==> config.mk <==
export PLATFORM = sky130hd
export DESIGN_NAME = cv_ctrl_hub
export DESIGN_NICKNAME = d
export VERILOG_FILES = /design/src/rtl/cv_ctrl_hub.sv
export SDC_FILE = /design/constraint.sdc
export NUM_CORES = 1
export LEC_CHECK = 0
export ABC_AREA = 1
export ABC_CLOCK_PERIOD_IN_PS = 1350
export CAP_MARGIN = 20
export CORE_UTILIZATION = 41
export CTS_CLUSTER_DIAMETER = 50
export DETAILED_ROUTE_END_ITERATION = 8
export PLACE_DENSITY = 0.8
export SLEW_MARGIN = 0
export SYNTH_ARGS = -nofsm -noshare
export SYNTH_HDL_FRONTEND = slang
export SYNTH_SLANG_ARGS = --single-unit
==> constraint.sdc <==
create_clock -name clk_sys -period 1.35 [get_ports clk_sys]
set_clock_uncertainty 0.05 [all_clocks]
set_input_delay 0.135 -clock clk_sys [delete_from_list [all_inputs] [get_ports clk_sys]]
set_output_delay 0.135 -clock clk_sys [all_outputs]
set_load 0.05 [all_outputs]
==> src/rtl/cv_ctrl_hub.sv <==
// ColecoVision controller front-end: keypad/joystick encoding, turbo fire and
// optional spinner quadrature generation (enabled by defining CV_SPINNER_EN).
module cv_ctrl_hub #(
  parameter int NUM_PORTS = 2,
  parameter int TURBO_DIV = 89478,
  parameter int QUAD_DIV  = 1024,
  parameter int ACC_W     = 10
) (
  input  logic                   clk_sys,
  input  logic                   reset,
  input  logic                   ce,
  input  logic [32*NUM_PORTS-1:0] joy_i,
  input  logic [NUM_PORTS-1:0]   turbo_en_i,
  input  logic [8*NUM_PORTS-1:0] spin_i,
  input  logic [NUM_PORTS-1:0]   spin_stb_i,
  input  logic [NUM_PORTS-1:0]   sel_kp_n_i,
  input  logic [NUM_PORTS-1:0]   sel_joy_n_i,
  output logic [4*NUM_PORTS-1:0] ctrl_d_o,
  output logic [NUM_PORTS-1:0]   ctrl_fire_o,
  output logic [NUM_PORTS-1:0]   spin_a_o,
  output logic [NUM_PORTS-1:0]   spin_b_o
);
  localparam int TW = (TURBO_DIV > 1) ? $clog2(TURBO_DIV) : 1;
  localparam logic [TW-1:0] T_LAST = TW'(TURBO_DIV - 1);

  logic [4*NUM_PORTS-1:0] ctrl_d_q, ctrl_d_d;
  logic [NUM_PORTS-1:0]   ctrl_fire_q, ctrl_fire_d;

  for (genvar n = 0; n < NUM_PORTS; n++) begin : g_port
    logic [19:0]   j;
    logic          unused_hi;
    logic [TW-1:0] tcnt_q, tcnt_d;
    logic          tph_q, tph_d;
    logic          gate, f1_eff, blue_eff;
    logic [3:0]    kp, jd;

    assign j         = joy_i[32*n +: 20];
    assign unused_hi = ^joy_i[32*n+20 +: 12];

    always_comb begin
      tcnt_d = tcnt_q;
      tph_d  = tph_q;
      if (!turbo_en_i[n]) begin
        tcnt_d = '0;
        tph_d  = 1'b1;
      end else if (ce) begin
        if (tcnt_q == T_LAST) begin
          tcnt_d = '0;
          tph_d  = ~tph_q;
        end else begin
          tcnt_d = tcnt_q + 1'b1;
        end
      end
    end

    always_ff @(posedge clk_sys or posedge reset) begin
      if (reset) begin
        tcnt_q <= '0;
        tph_q  <= 1'b1;
      end else begin
        tcnt_q <= tcnt_d;
        tph_q  <= tph_d;
      end
    end

    assign gate     = tph_q | ~turbo_en_i[n];
    assign f1_eff   = j[4] & gate;
    assign blue_eff = j[19] & gate;

    // Keypad priority: digits 0..9, then *, #, purple, blue.
    always_comb begin
      kp = 4'b1111;
      if      (j[8])  kp = 4'b0011;
      else if (j[9])  kp = 4'b1110;
      else if (j[10]) kp = 4'b1101;
      else if (j[11]) kp = 4'b0110;
      else if (j[12]) kp = 4'b0001;
      else if (j[13]) kp = 4'b1001;
      else if (j[14]) kp = 4'b0111;
      else if (j[15]) kp = 4'b1100;
      else if (j[16]) kp = 4'b1000;
      else if (j[17]) kp = 4'b1011;
      else if (j[6])  kp = 4'b1010;
      else if (j[7])  kp = 4'b0101;
      else if (j[18]) kp = 4'b0100;
      else if (j[19]) kp = 4'b0010;
    end

    assign jd = ~{j[3], j[0], j[2], j[1]};

    assign ctrl_d_d[4*n +: 4] = (sel_kp_n_i[n] ? 4'b1111 : kp) &
                                (sel_joy_n_i[n] ? 4'b1111 : jd);
    assign ctrl_fire_d[n]     = (sel_kp_n_i[n] | ~blue_eff) &
                                (sel_joy_n_i[n] | ~f1_eff);
  end

  always_ff @(posedge clk_sys or posedge reset) begin
    if (reset) begin
      ctrl_d_q    <= '1;
      ctrl_fire_q <= '1;
    end else begin
      ctrl_d_q    <= ctrl_d_d;
      ctrl_fire_q <= ctrl_fire_d;
    end
  end

  assign ctrl_d_o    = ctrl_d_q;
  assign ctrl_fire_o = ctrl_fire_q;

`ifdef CV_SPINNER_EN
  localparam int QW = (QUAD_DIV > 1) ? $clog2(QUAD_DIV) : 1;
  localparam logic [QW-1:0] Q_LAST = QW'(QUAD_DIV - 1);
  localparam logic signed [ACC_W+1:0] SMAX = (ACC_W+2)'(2**(ACC_W-1) - 1);
  localparam logic signed [ACC_W+1:0] SMIN = (ACC_W+2)'(-(2**(ACC_W-1)));

  for (genvar n = 0; n < NUM_PORTS; n++) begin : g_spin
    logic [QW-1:0]             qcnt_q, qcnt_d;
    logic signed [ACC_W-1:0]   acc_q, acc_d;
    logic                      a_q, a_d, b_q, b_d;
    logic                      fwd, rev;
    logic signed [1:0]         dir;
    logic signed [7:0]         dlt;
    logic signed [ACC_W+1:0]   sum;

    always_comb begin
      qcnt_d = qcnt_q;
      fwd    = 1'b0;
      rev    = 1'b0;
      if (ce) begin
        if (qcnt_q == Q_LAST) begin
          qcnt_d = '0;
          fwd    = (acc_q > 0);
          rev    = (acc_q < 0);
        end else begin
          qcnt_d = qcnt_q + 1'b1;
        end
      end
    end

    // Strobe delta and step retirement are folded into one saturating update.
    assign dir = fwd ? 2'sd1 : (rev ? -2'sd1 : 2'sd0);
    assign dlt = spin_stb_i[n] ? $signed(spin_i[8*n +: 8]) : 8'sd0;
    assign sum = (ACC_W+2)'(acc_q) + (ACC_W+2)'(dlt) - (ACC_W+2)'(dir);

    always_comb begin
      acc_d = sum[ACC_W-1:0];
      if (sum > SMAX) acc_d = SMAX[ACC_W-1:0];
      if (sum < SMIN) acc_d = SMIN[ACC_W-1:0];
      a_d = a_q;
      b_d = b_q;
      if (fwd) begin
        a_d = ~b_q;
        b_d = a_q;
      end else if (rev) begin
        a_d = b_q;
        b_d = ~a_q;
      end
    end

    always_ff @(posedge clk_sys or posedge reset) begin
      if (reset) begin
        qcnt_q <= '0;
        acc_q  <= '0;
        a_q    <= 1'b1;
        b_q    <= 1'b1;
      end else begin
        qcnt_q <= qcnt_d;
        acc_q  <= acc_d;
        a_q    <= a_d;
        b_q    <= b_d;
      end
    end

    assign spin_a_o[n] = a_q;
    assign spin_b_o[n] = b_q;
  end
`else
  logic unused_spin;
  assign unused_spin = ^{spin_i, spin_stb_i};
  assign spin_a_o    = '1;
  assign spin_b_o    = '1;
`endif

endmodule

# == Word level (Yosys, flattened, before mapping) ==
# Index checks and enable logic that the tools add are counted.
# classes
addsub,2
n_eq_ne,6
n_mux,44
bitwise_logic,24
n_reduce_logical,2
# op_table
operator,count
$mux 4,32
$mux 17,6
$add 17x1->17 const B,2
$eq 17x17->1 const B,2
$and 4x4->4,2
$not 1->1,8
$not 4->4,2
$and 1x1->1,6
$mux 1,6
$or 1x1->1,6
$ne 2x1->1 const B,2
$ne 2x2->1 const B,2
$reduce_and 2->1,2
# word_totals
ff_bits,46
in_bits,91
output_inout_bits,14
word_cells,84

# == Logic depth before layout (Yosys ltp) ==
# Gate-level depths: netlist of the first run.
# depth
ltp_word,16
depth_mapped,11

# == Worst setup path before layout of the first run ==
# OpenSTA, ideal clock, no wires.
# synth_timing
path_type,register to register
start,register g_port[1].tcnt_q[0]
end,register g_port[1].tcnt_q[12]
setup_ps,71
arrival_time_ps,1310
slack_ps,-81
stages_incl_launch_ff,12
path_buffers,0
cell_sequence,dfrtp_1 -> ha_1 -> nand2_2 -> nor2_2 -> nand2_2 -> nor2_2 -> nand3_1 -> nor2_2 -> nand2_1 -> nand2_1 -> inv_1 -> nor2_1
# synth_between
elab_chain_len,4
# synth_rtl
element,line,text
"start, declared",32,"logic [TW-1:0] tcnt_q, tcnt_d;"
"start signal, assigned",61,tcnt_q <= tcnt_d;
$add 17x1->17 or $eq 17x17->1 (tied branches),"51, 47",
$mux 17 *,47,if (tcnt_q == T_LAST) begin
$mux 17 *,46,end else if (ce) begin
$mux 17 *,43,if (!turbo_en_i[n]) begin
# Every way passes the cells marked *; elsewhere a longest branch is shown, timed or not. The select of a mux whose other input is x is not followed.
# A chain may end at the register's enable or synchronous reset.

# == Final worst setup path of the first run ==
# layout_timing
start,register g_port[1].tcnt_q[1]
end,register g_port[1].tcnt_q[13]
# Same word-level chain as after synthesis.

==> impl_summary.txt, run 1 <==
----------------------------------------------------
[Run status]
  Result of the run ... finished with violations
  Violations in the final reports ... setup timing

[STA]
  Aggregate negative setup slack ... -8576 ps
  Final-layout worst hold slack ... roughly 110 ps
  Final Max Tran Viols ... 0
  Final period util ... 126.0%
  Final hold violations ... 0
  Final setup violation count ... 36
  Final Worst Setup Slack ... -350.3 ps
  Shortest clock period the worst path allows after layout ... about 1700 ps
  Maximum clock frequency ... about 590 MHz
  RSZ-0062 raised after global routing ... yes

[Placed design]
  Dpl cell area ... between 0.004 and 0.005 mm^2
  Placer congestion estimate ... approximately 0.92
  I/O Buffers ... 56
  HPWL after detailed placement ... 6005 um
  Placed Cells ... 626

[Clock tree]
  TritonCTS clock tree ... done
  Maximum clock insertion buffer count ... 2
  Clock Pin Slew Worst Setup and Hold Paths ... 100 ps
  Root buffer selected by CTS ... sky130_fd_sc_hd__clkbuf_8
  Depth of the CTS H-tree ... 2
  Clk Latency, worst-skew pair ... around 320 ps
  Total clock sinks ... between 40 and 50
  Number of buffers created by CTS ... 5
  CTS Hold Bufs ... 0

[Power]
  Share of total power in sequential cells ... 43.8%
  Share of total power in combinational logic ... 24.7%
  Cell internal pwr ... 2.407 mW
  Static power due to leakage ... around 2.2 nW
  Share of total power consumed by net switching ... between 20% and 30%
  Power density normalized to cell area ... between 700 and 800 mW/mm^2
  VDD IR-drop max ... 0.4360 mV
  Clk network pwr share ... 31.5%
  Power spent charging and discharging nets ... about 1 mW

[Die]
  Ports placed on the boundary ... 105
  Die boundary height ... 86.58 um
  Core Area ... a little under 0.007 mm^2
  DIE AREA ... about 0.0075 mm^2
  Starting utilization of the core area ... a little over two fifths
  FP Rows ... 30
  Die outline width ... roughly 87 um

[Synth]
  Largest cells by area after synthesis ... sky130_fd_sc_hd__dfrtp_1 29%, sky130_fd_sc_hd__nand2_1 13%, sky130_fd_sc_hd__dfstp_2 11%, sky130_fd_sc_hd__nor2_1 9.2%, sky130_fd_sc_hd__inv_1 8.1%
  Sequential-to-total area share from yosys stat ... around two fifths
  Average instance area after synthesis ... between 6 and 7 um^2
  Synth Cell Area ... a little under 0.003 mm^2
  Yosys warning total ... 0
  Synthesized netlist cell count ... 420
  Netlist cell types ... 31
  Area fraction of the dominant cell type after synthesis ... slightly below 30%
  Cell accounting for the most synthesized area ... sky130_fd_sc_hd__dfrtp_1
  Number of flip-flops and latches in the synthesized netlist ... 46

[Global routing]
  Maximum number of pins on one net before global-route repair ... 47
  Global routing usage summed across all routing layers ... 24.01%
  Antenna violations before repair ... 0
  Vias in the first global route ... ~3300
  First-pass GRT wire length ... 14280 um
  Overflow after GRT ... 0

[Setup path]
  Worst r2r dst ... g_port[1].tcnt_q[13]
  Worst Setup Path Type ... flop to flop
  Data required, critical path ... approximately 1500 ps
  Launching point of the worst reg2reg path ... g_port[1].tcnt_q[1]
  Startpoint class of the critical path ... flop
  Minimum setup slack among reg-to-reg paths ... -350 ps
  Data arrival time of the critical path ... ~1900 ps
  R2R cell count ... 10
  Worst setup startpoint ... g_port[1].tcnt_q[1]
  Critical Path Fanout Max ... 4
  Worst setup EP type ... flop

[Detailed routing]
  Wire length per cell ... 16.46 um
  Routed via count ... around 3500
  1st-iter DRT viols ... roughly 290
  Total detailed-routing wirelength ... ~11000 um
  Post-DR vias/cell ... about 5.4
  Number of DRC violations after detailed routing ... 0
  DR pass1 iterations ... 6
  ANT nets after route ... 0

[Finish]
  Post-route cell area ... between 0.004 and 0.005 mm^2
  Post-synthesis to final-layout area growth ... 65.83%
  Non-filler cells in the finished layout ... 652
  Ratio of cells with drive above 1 in the final layout ... between 30% and 40%
  Final #Nets ... 650
  Total inserted antenna cells ... 0

[Job]
  Maximum Capacitance Violations ... 0

[Worst hold path]
  Worst hold path class ... input pin to asynchronous set/reset pin

----------------------------------------------------
-- power groups by stage --
stage | Clock (mW) | Sequential (mW) | Combinational [mW]
after global placement | 0 | 1.51 | 0.676
final | 1.08 | 1.50 | 0.846
after global routing | 1.14 | 1.50 | 0.893
after CTS | 1.08 | 1.49 | 0.739
after floorplan | 0 | 1.59 | 0.225
after detailed placement | 0 | 1.52 | 0.692
-- per-layer routing --
layer  part of all wire [%]  up-vias  track usage [%]
li1                       -     1583                -
met1                     38     1641            28.89
met2                     50      206            42.28
met3                    6.7       59            5.238
met4                    5.3        0            8.485
met5                      0        -                0
-- Yosys cell counts (all sizes together) --
cell type    n
ha           4
a21boi       4
conb         1
nor2        81
nand3b       3
nand3       21
nand2      111
a31oi        1
o21ai       27
or2          2
buf          5
nand4       13
dfstp       12
inv         67
nor3b        1
o22ai        2
a22oi        2
xor2         8
xnor2        1
nor3        11
dfrtp       34
a21oi        9
-- worst max-delay path: stages (launching register included) --
cell and delay, ps:
sky130_fd_sc_hd__dfrtp_1 410, sky130_fd_sc_hd__buf_4 140, sky130_fd_sc_hd__buf_6 80, sky130_fd_sc_hd__nand2_1 60, sky130_fd_sc_hd__nor2_2 110, sky130_fd_sc_hd__nand2_2 100, sky130_fd_sc_hd__nor2_4 140, sky130_fd_sc_hd__nand3_1 130
sky130_fd_sc_hd__o21ai_0 190, sky130_fd_sc_hd__nand2_1 80, sky130_fd_sc_hd__nor2_1 120
-- metrics by stage --
step                      util [%]  setup WS [ps]  power (mW)
after CTS                    64.61         -192.9       3.311
after global routing         70.80         -438.4       3.539
after global placement       60.56         -246.8       2.189
after detailed placement     60.56         -265.9       2.208
after floorplan                  -         -72.95       1.817
final                        70.80         -350.3       3.423
-- kinds of logic (layout without fill, tap and decap cells) --
logic type                 Yosys count  in the layout  synth area share, %
and+or+nand+nor                    243            243                37.46
buffers and inverters               72            205                9.941
DFF                                 46             46                39.76
AOI/OAI and AO/OA                   45             45                8.319
xor gates and xnor gates             9              9                2.688
adders and majority gates            4              4                1.707
other                                1              4               0.1279
-- placed cells by master, fill, tap and decap left out, drive strengths merged --
cell type	synthesis	layout
nor3	11	11
a22oi	2	2
o21ai	27	27
buf	5	83
or2	2	2
ha	4	4
nor3b	1	1
a21oi	9	9
nand4	13	13
a21boi	4	4
nand2	111	111
conb	1	4
o22ai	2	2
a31oi	1	1
dfstp	12	12
xnor2	1	1
dfrtp	34	34
bufinv	0	1
inv	67	67
clkdlybuf4s50	0	46
clkinvlp	0	2
nand3	21	21
clkbuf	0	5
clkinv	0	1
nand3b	3	3
xor2	8	8
nor2	81	81
-- worst max path at each step --
stage | slack, ps | endpoint
final | -350 | g_port[1].tcnt_q[13]
after global routing | -440 | g_port[1].tcnt_q[13]
after CTS | -190 | g_port[1].tcnt_q[12]
after detailed placement | -270 | g_port[1].tcnt_q[10]
after global placement | -250 | g_port[1].tcnt_q[10]
after floorplan | -70 | g_port[0].tcnt_q[14]
-- registers in the layout (all words and copies together) (netlist names) --
signal,count
g_port.tcnt_q,34
ctrl_d_o,8
ctrl_fire_o,2
g_port.tph_q,2
-- area by class of cell --
class,count,area (um^2)
clock inverters,3,45.04
fillers,444,2006
inverters,67,276.5
clock buffers,5,68.82
well taps,96,120.1
repair buffers,129,1276
flip-flops and latches,46,1167
repair inverters,1,8.758
multi-input cells,305,1901
-- what timing repair did --
item                                    in CTS  in global routing
gates cloned                                 1                  0
endpoints found under the setup margin      32                 36
pin swaps                                   19                 18
resized for setup                           34                 96
buffers inserted                             8                  9
Note: power is estimated with default switching activity, not from simulation.
==> run 2: changes to the inputs <==
Settings changed: CORE_ASPECT_RATIO set to 0.75.
==> run 2 against run 1 <==
Net effect: the flow still finishes with violations (setup timing); worst setup slack gained 85 ps; die area is essentially flat; flip-flop and latch count is the same; non-clock buffer count shrank 5; sequential share of layout area grew 0.90 points; register-to-register slack gained 80 ps; sequential power is essentially flat; core utilization shrank 2.4 points; final cell count shrank 0.46%; maximum frequency grew 5.2%; via count shrank 7.5%; critical path type unchanged; critical endpoint is now g_port[1].tcnt_q[2]; largest cell class unchanged.
==> impl_summary.txt, run 2 (same netlist as run 1, synthesis figures left out) <==
----------------------------------------------------
[Run status]
  Result of the run ... finished with violations (unchanged)
  Violations in the final reports ... setup timing (unchanged)

[STA]
  Final setup violation count ... 34 (was 36)
  Aggregate negative setup slack ... -6736 ps (was -8576 ps)
  Final-layout worst hold slack ... 30.05 ps (was 106.1 ps)
  Maximum clock frequency ... 618.9 MHz (was 588.1 MHz)
  Final hold violations ... 0 (unchanged)
  Shortest clock period the worst path allows after layout ... 1616 ps (was 1700 ps)
  Final period util ... 119.7% (was 126.0%)
  Final Worst Setup Slack ... -265.8 ps (was -350.3 ps)
  Final Max Tran Viols ... 0 (unchanged)
  RSZ-0062 raised after global routing ... yes (unchanged)

[Power]
  Power spent charging and discharging nets ... 0.9098 mW (was 1.016 mW)
  Cell internal pwr ... 2.382 mW (was 2.407 mW)
  Power density normalized to cell area ... 701.3 mW/mm^2 (was 703.9 mW/mm^2)
  Clk network pwr share ... 30.9% (was 31.5%)
  VDD IR-drop max ... 0.5739 mV (was 0.4360 mV)
  Static power due to leakage ... 2.085 nW (was 2.158 nW)
  Share of total power in sequential cells ... 45.3% (was 43.8%)
  Share of total power consumed by net switching ... 27.64% (was 29.69%)
  Share of total power in combinational logic ... 23.8% (was 24.7%)

[Setup path]
  Data required, critical path ... 1480 ps (was 1530 ps)
  Largest stage delay, worst path ... 420 ps (was 410 ps)
  Data arrival time of the critical path ... 1750 ps (was 1880 ps)
  Startpoint class of the critical path ... flop (unchanged)
  Critical Path Fanout Max ... 8 (was 4)
  Logic depth of the worst setup path including buffers ... 10 (unchanged)
  Worst Setup Path Type ... flop to flop (unchanged)
  Most frequent cell on the critical path ... sky130_fd_sc_hd__nand3_2 (was sky130_fd_sc_hd__nand2_1)
  Ordered list of cells on the worst path ... buf_4 -> inv_4 -> ha_4 -> nand3_2 -> nor2_2 -> nand3_2 -> nand2_2 -> nand2_4 -> inv_8 -> nor2_1 (was buf_4 -> buf_6 -> nand2_1 -> nor2_2 -> nand2_2 -> nor2_4 -> nand3_1 -> o21ai_0 -> nand2_1 -> nor2_1)
  Max stage delay cell, worst path ... sky130_fd_sc_hd__dfrtp_1 (unchanged)
  Minimum setup slack among reg-to-reg paths ... -270 ps (was -350 ps)
  Top cell family by delay on the critical path ... simple AND/OR/NAND/NOR gates (unchanged)
  Worst setup EP type ... flop (unchanged)
  R2R cell count ... 10 (unchanged)
  Count of buffer and inverter cells on the critical path ... 3 (was 2)

[Clock tree]
  Clock Pin Slew Worst Setup and Hold Paths ... 90 ps (was 100 ps)
  Clk Latency, worst-skew pair ... 300 ps (was 320 ps)
  Depth of the CTS H-tree ... 2 (unchanged)
  Total clock sinks ... 46 (unchanged)
  CTS Hold Bufs ... 0 (unchanged)
  Maximum clock insertion buffer count ... 2 (unchanged)
  Number of buffers created by CTS ... 5 (unchanged)
  Root buffer selected by CTS ... sky130_fd_sc_hd__clkbuf_8 (unchanged)
  TritonCTS clock tree ... done (unchanged)

[Detailed routing]
  Number of DRC violations after detailed routing ... 0 (unchanged)
  Total detailed-routing wirelength ... 8822 um (was 10730 um)
  DR pass1 iterations ... 5 (was 6)
  Routed via count ... 3227 (was 3489)
  Wire length per cell ... 13.59 um (was 16.46 um)
  Post-DR vias/cell ... 4.972 (was 5.351)
  ANT nets after route ... 0 (unchanged)
  1st-iter DRT viols ... 175 (was 285)

[Finish]
  Max FFs per register ... 34 (unchanged)
  Final #Nets ... 645 (was 650)
  Ratio of cells with drive above 1 in the final layout ... 33.76% (was 37.77%)
  Total inserted antenna cells ... 0 (unchanged)
  Most common library cell in the layout ignoring fill and taps ... sky130_fd_sc_hd__nand2_1 (unchanged)
  Register with the most flip-flops ... g_port.tcnt_q (unchanged)
  Highest-count cells in the layout ignoring fill and taps ... 91 x sky130_fd_sc_hd__nand2_1, 59 x sky130_fd_sc_hd__buf_4, 58 x sky130_fd_sc_hd__inv_1, 55 x sky130_fd_sc_hd__nor2_1, 46 x sky130_fd_sc_hd__clkdlybuf4s50_1 (was 87 x sky130_fd_sc_hd__nand2_1, 62 x sky130_fd_sc_hd__buf_4, 58 x sky130_fd_sc_hd__inv_1, 46 x sky130_fd_sc_hd__nor2_1, 46 x sky130_fd_sc_hd__clkdlybuf4s50_1)
  Post-synthesis to final-layout area growth ... 60.03% (was 65.83%)

[Die]
  Die outline width ... 99.66 um (was 86.58 um)
  Die boundary height ... 75.25 um (was 86.58 um)
  DIE AREA ... 0.007499 mm^2 (was 0.007495 mm^2)
  Core Area ... 0.006864 mm^2 (was 0.006869 mm^2)
  Starting utilization of the core area ... 42.73% (was 42.70%)
  Ports placed on the boundary ... 105 (unchanged)
  FP Rows ... 26 (was 30)

[Global routing]
  First-pass GRT wire length ... 13810 um (was 14280 um)
  Global routing usage summed across all routing layers ... 23.46% (was 24.01%)
  Antenna violations before repair ... 0 (unchanged)
  Overflow after GRT ... 0 (unchanged)
  Maximum number of pins on one net before global-route repair ... 29 (was 47)
  Vias in the first global route ... 3124 (was 3295)

[Placed design]
  HPWL after detailed placement ... 5797 um (was 6005 um)
  Placer congestion estimate ... 0.9044 (was 0.9234)
  I/O Buffers ... 56 (unchanged)

[Job]
  Maximum Capacitance Violations ... 0 (unchanged)

[Worst hold path]
  Worst hold path class ... input pin to asynchronous set/reset pin (unchanged)

----------------------------------------------------
run 2: cell count changes in the layout (fill, tap and decap cells not counted), moves of 3 or more:
cell / change
sky130_fd_sc_hd__nand2_4: -6
sky130_fd_sc_hd__nor2_4: -4
sky130_fd_sc_hd__nor2_1: +9
sky130_fd_sc_hd__nand2_1: +4
sky130_fd_sc_hd__buf_4: -3
sky130_fd_sc_hd__nor2_2: -5
run 2: area by class of cell:
cell class              count  area, um^2
fillers                   502        2171
clock buffers               7       76.32
well taps                  98       122.6
repair buffers            124        1214
flip-flops and latches     46        1169
repair inverters            1       11.26
clock inverters             1       30.03
multi-input cells         305        1792
inverters                  67       279.0
run 2: power groups by stage:
stage	combinational, mW	clock [mW]	sequential, mW
after floorplan	0.225	0	1.59
after global placement	0.662	0	1.51
after detailed placement	0.674	0	1.51
after CTS	0.734	1.04	1.49
after global routing	0.839	1.10	1.50
final	0.782	1.02	1.49
run 2: final timing paths:
check | startpoint | endpoint
worst max-delay path | g_port[1].tcnt_q[1] | g_port[1].tcnt_q[2]
worst min-delay path | reset | g_port[1].tcnt_q[7]
worst max register to register | g_port[1].tcnt_q[1] | g_port[1].tcnt_q[2]
worst min register to register | g_port[1].tph_q | g_port[1].tph_q
max in group asynchronous | reset | ctrl_d_o[2]
min in group clk_sys | joy_i[34] | ctrl_d_o[5]
run 2: timing repair:
| item | 4_1_cts | 5_1_grt |
|---|---|---|
| resized for setup | 65 | 40 |
| setup buffers | 9 | 11 |
| pin swaps | 26 | 20 |
| setup endpoints to repair | 35 | 36 |
| cloned | 1 | 0 |
run 2: per-layer routing:
| metal | global-route usage, % | share of wire (%) | vias to the layer above |
|---|---|---|---|
| met5 | 0 | 0 | - |
| met4 | 7.353 | 2.7 | 0 |
| met3 | 4.085 | 6.6 | 32 |
| met2 | 42.22 | 51 | 123 |
| met1 | 29.19 | 40 | 1503 |
| li1 | - | - | 1569 |
run 2: stage by stage:
step	cells	total power [mW]	setup WS (ps)	util, %	instance area [um^2]
5_1_grt	649	3.435	-336.9	68.37	4693
6_report	649	3.291	-265.8	68.37	4693
3_5_place_dp	620	2.187	-246.4	59.41	4078
2_1_floorplan	423	1.817	-72.95	-	2959
4_1_cts	638	3.261	-217.3	65.00	4462
3_3_place_gp	620	2.174	-226.4	59.41	4078
run 2: worst reg2reg max path: cells and delay by family (launching register included):
family,cells,cell delay (ps)
AND/OR/NAND/NOR,6,570
buffers and inverters,3,330
flip-flops,1,420
adder cells (fa/ha/maj),1,120
==> run 3: changes to the inputs <==
Settings changed: HOLD_SLACK_MARGIN set to 0.1.
==> run 3 against run 2 <==
Net effect: the run still ends with setup timing left; largest cell class unchanged; combinational power about the same; highest routed layer unchanged; design area grew 0.21%; maximum frequency is 0.27% higher; flip-flop and latch count unchanged; clock-buffer cell count is the same; routed wire length up 0.32%.
==> impl_summary.txt, run 3 (same netlist as run 1, synthesis figures left out) <==
----------------------------------------------------
[Run status]
  Result of the run ... finished with violations (unchanged)
  Violations in the final reports ... setup timing (unchanged)

[Setup path]
  Max stage delay cell, worst path ... sky130_fd_sc_hd__dfrtp_1 (unchanged)
  Count of buffer and inverter cells on the critical path ... 3 (unchanged)
  Data arrival time of the critical path ... 1790 ps (was 1750 ps)
  Logic depth of the worst setup path including buffers ... 10 (unchanged)
  Most frequent cell on the critical path ... sky130_fd_sc_hd__nand3_2 (unchanged)
  Critical Path Fanout Max ... 8 (unchanged)
  Ordered list of cells on the worst path ... buf_4 -> buf_6 -> ha_4 -> nand3_2 -> nor2_2 -> nand3_2 -> nand2_2 -> nand2_4 -> inv_8 -> nor3_2 (was buf_4 -> inv_4 -> ha_4 -> nand3_2 -> nor2_2 -> nand3_2 -> nand2_2 -> nand2_4 -> inv_8 -> nor2_1)
  R2R cell count ... 10 (unchanged)
  Worst Setup Path Type ... flop to flop (unchanged)
  Largest stage delay, worst path ... 410 ps (was 420 ps)
  Worst setup EP type ... flop (unchanged)
  Startpoint class of the critical path ... flop (unchanged)
  Top cell family by delay on the critical path ... simple AND/OR/NAND/NOR gates (unchanged)
  Data required, critical path ... 1520 ps (was 1480 ps)

[Global routing]
  Global routing usage summed across all routing layers ... 23.52% (was 23.46%)
  First-pass GRT wire length ... 13850 um (was 13810 um)
  Overflow after GRT ... 0 (unchanged)
  Maximum number of pins on one net before global-route repair ... 29 (unchanged)
  Vias in the first global route ... 3130 (was 3124)
  Antenna violations before repair ... 0 (unchanged)

[Finish]
  Max FFs per register ... 34 (unchanged)
  Highest-count cells in the layout ignoring fill and taps ... 91 x sky130_fd_sc_hd__nand2_1, 59 x sky130_fd_sc_hd__buf_4, 58 x sky130_fd_sc_hd__inv_1, 55 x sky130_fd_sc_hd__nor2_1, 46 x sky130_fd_sc_hd__clkdlybuf4s50_1 (unchanged)
  Total inserted antenna cells ... 0 (unchanged)
  Register with the most flip-flops ... g_port.tcnt_q (unchanged)
  Ratio of cells with drive above 1 in the final layout ... 33.70% (was 33.76%)
  Final #Nets ... 646 (was 645)
  Non-filler cells in the finished layout ... 650 (was 649)
  Post-synthesis to final-layout area growth ... 60.37% (was 60.03%)
  Most common library cell in the layout ignoring fill and taps ... sky130_fd_sc_hd__nand2_1 (unchanged)

[Power]
  Power density normalized to cell area ... 700.8 mW/mm^2 (was 701.3 mW/mm^2)
  Share of total power consumed by net switching ... 27.69% (was 27.64%)
  Clk network pwr share ... 30.9% (about the same)
  Static power due to leakage ... 2.089 nW (was 2.085 nW)
  Overall power after layout ... 3.296 mW (was 3.291 mW)
  VDD IR-drop max ... 0.5732 mV (was 0.5739 mV)
  Cell internal pwr ... 2.384 mW (was 2.382 mW)
  Power spent charging and discharging nets ... 0.9125 mW (was 0.9098 mW)
  Share of total power in combinational logic ... 23.8% (about the same)
  Share of total power in sequential cells ... 45.2% (was 45.3%)

[STA]
  Maximum clock frequency ... 620.6 MHz (was 618.9 MHz)
  Shortest clock period the worst path allows after layout ... 1611 ps (was 1616 ps)
  Final setup violation count ... 34 (unchanged)
  Final Max Tran Viols ... 0 (unchanged)
  RSZ-0062 raised after global routing ... yes (unchanged)
  Final hold violations ... 0 (unchanged)
  Final period util ... 119.4% (was 119.7%)
  Final Worst Setup Slack ... -261.4 ps (was -265.8 ps)
  Aggregate negative setup slack ... -6659 ps (was -6736 ps)

[Detailed routing]
  Wire length per cell ... 13.62 um (was 13.59 um)
  Routed via count ... 3246 (was 3227)
  1st-iter DRT viols ... 178 (was 175)
  Total detailed-routing wirelength ... 8850 um (was 8822 um)
  Number of DRC violations after detailed routing ... 0 (unchanged)
  ANT nets after route ... 0 (unchanged)
  DR pass1 iterations ... 5 (unchanged)
  Post-DR vias/cell ... 4.994 (was 4.972)

[Clock tree]
  Number of buffers created by CTS ... 5 (unchanged)
  Maximum clock insertion buffer count ... 2 (unchanged)
  TritonCTS clock tree ... done (unchanged)
  Clk Latency, worst-skew pair ... 300 ps (about the same)
  Root buffer selected by CTS ... sky130_fd_sc_hd__clkbuf_8 (unchanged)
  Total clock sinks ... 46 (unchanged)
  Depth of the CTS H-tree ... 2 (unchanged)
  Clock Pin Slew Worst Setup and Hold Paths ... 90 ps (about the same)

[Die]
  Die boundary height ... 75.25 um (unchanged)
  DIE AREA ... 0.007499 mm^2 (unchanged)
  Ports placed on the boundary ... 105 (unchanged)
  Starting utilization of the core area ... 42.73% (unchanged)
  FP Rows ... 26 (unchanged)
  Core Area ... 0.006864 mm^2 (unchanged)
  Die outline width ... 99.66 um (unchanged)

[Placed design]
  Worst slack at placement ... -246.4 ps (unchanged)
  Placer congestion estimate ... 0.9044 (unchanged)
  Placed Cells ... 620 (unchanged)
  HPWL after detailed placement ... 5797 um (unchanged)
  I/O Buffers ... 56 (unchanged)

[Job]
  Maximum Capacitance Violations ... 0 (unchanged)

[Worst hold path]
  Hold Crit Depth ... 2
  Worst hold path class ... input pin to flop (was input pin to asynchronous set/reset pin)

----------------------------------------------------
==> run 3: worst register-to-register path, stage by stage (launching register included) <==
cell and delay (ps):
sky130_fd_sc_hd__dfrtp_1 410, sky130_fd_sc_hd__buf_4 150, sky130_fd_sc_hd__buf_6 110, sky130_fd_sc_hd__ha_4 150
sky130_fd_sc_hd__nand3_2 70, sky130_fd_sc_hd__nor2_2 40, sky130_fd_sc_hd__nand3_2 100, sky130_fd_sc_hd__nand2_2 90
sky130_fd_sc_hd__nand2_4 170, sky130_fd_sc_hd__inv_8 70, sky130_fd_sc_hd__nor3_2 140
==> run 3: layout make-up <==
type	instances	area (um^2)
clock inverters	1	30.03
multi-input cells	305	1792
clock buffers	7	76.32
inverters	67	279.0
repair inverters	1	11.26
flip-flops and latches	46	1169
repair buffers	125	1224
fillers	501	2161
well taps	98	122.6
==> run 3: path summary, 6_finish.rpt <==
| kind | start | end | slack (ps) |
|---|---|---|---|
| min | joy_i[34] | ctrl_d_o[5] | 350 |
| min reg2reg | g_port[1].tph_q | g_port[1].tph_q | 440 |
| max | g_port[1].tcnt_q[0] | g_port[1].tcnt_q[10] | -260 |
| max reg2reg | g_port[1].tcnt_q[0] | g_port[1].tcnt_q[10] | -260 |
| min in group asynchronous | reset | g_port[1].tcnt_q[7] | 600 |
| max in group asynchronous | reset | ctrl_d_o[2] | 150 |
==> run 3: per-stage QoR <==
step / cell area, um^2 / hold WS [ps] / utilization, %
floorplan: 2959 / 161.0 / -
global placement: 4078 / 360.0 / 59.41
detailed placement: 4078 / 359.9 / 59.41
CTS: 4472 / 340.9 / 65.15
global route: 4703 / 346.6 / 68.52
finish: 4703 / 349.6 / 68.52
==> run 3: metal layers <==
metal / vias to the layer above / track usage [%] / share of wire (%) / wire [um]
met2: 128 / 42.38 / 51 / 4496
met3: 30 / 4.085 / 6.4 / 567
met4: 0 / 7.353 / 2.7 / 240
li1: 1573 / - / - / -
met1: 1515 / 29.25 / 40 / 3545
met5: - / 0 / 0 / 0
==> run 3: power groups by stage <==
stage / logic (mW) / clock network, mW / registers, mW
2_1_floorplan: 0.225 / 0 / 1.59
3_3_place_gp: 0.662 / 0 / 1.51
6_report: 0.785 / 1.02 / 1.49
3_5_place_dp: 0.674 / 0 / 1.51
5_1_grt: 0.842 / 1.10 / 1.50
4_1_cts: 0.737 / 1.04 / 1.49
==> run 3: repair_timing <==
item,in CTS,in global routing
buffers inserted,9,11
gates resized for setup,65,40
cloned,1,0
pin swaps,26,20
setup endpoints to repair,35,36
hold endpoints to repair,3,0
hold buffers,1,0
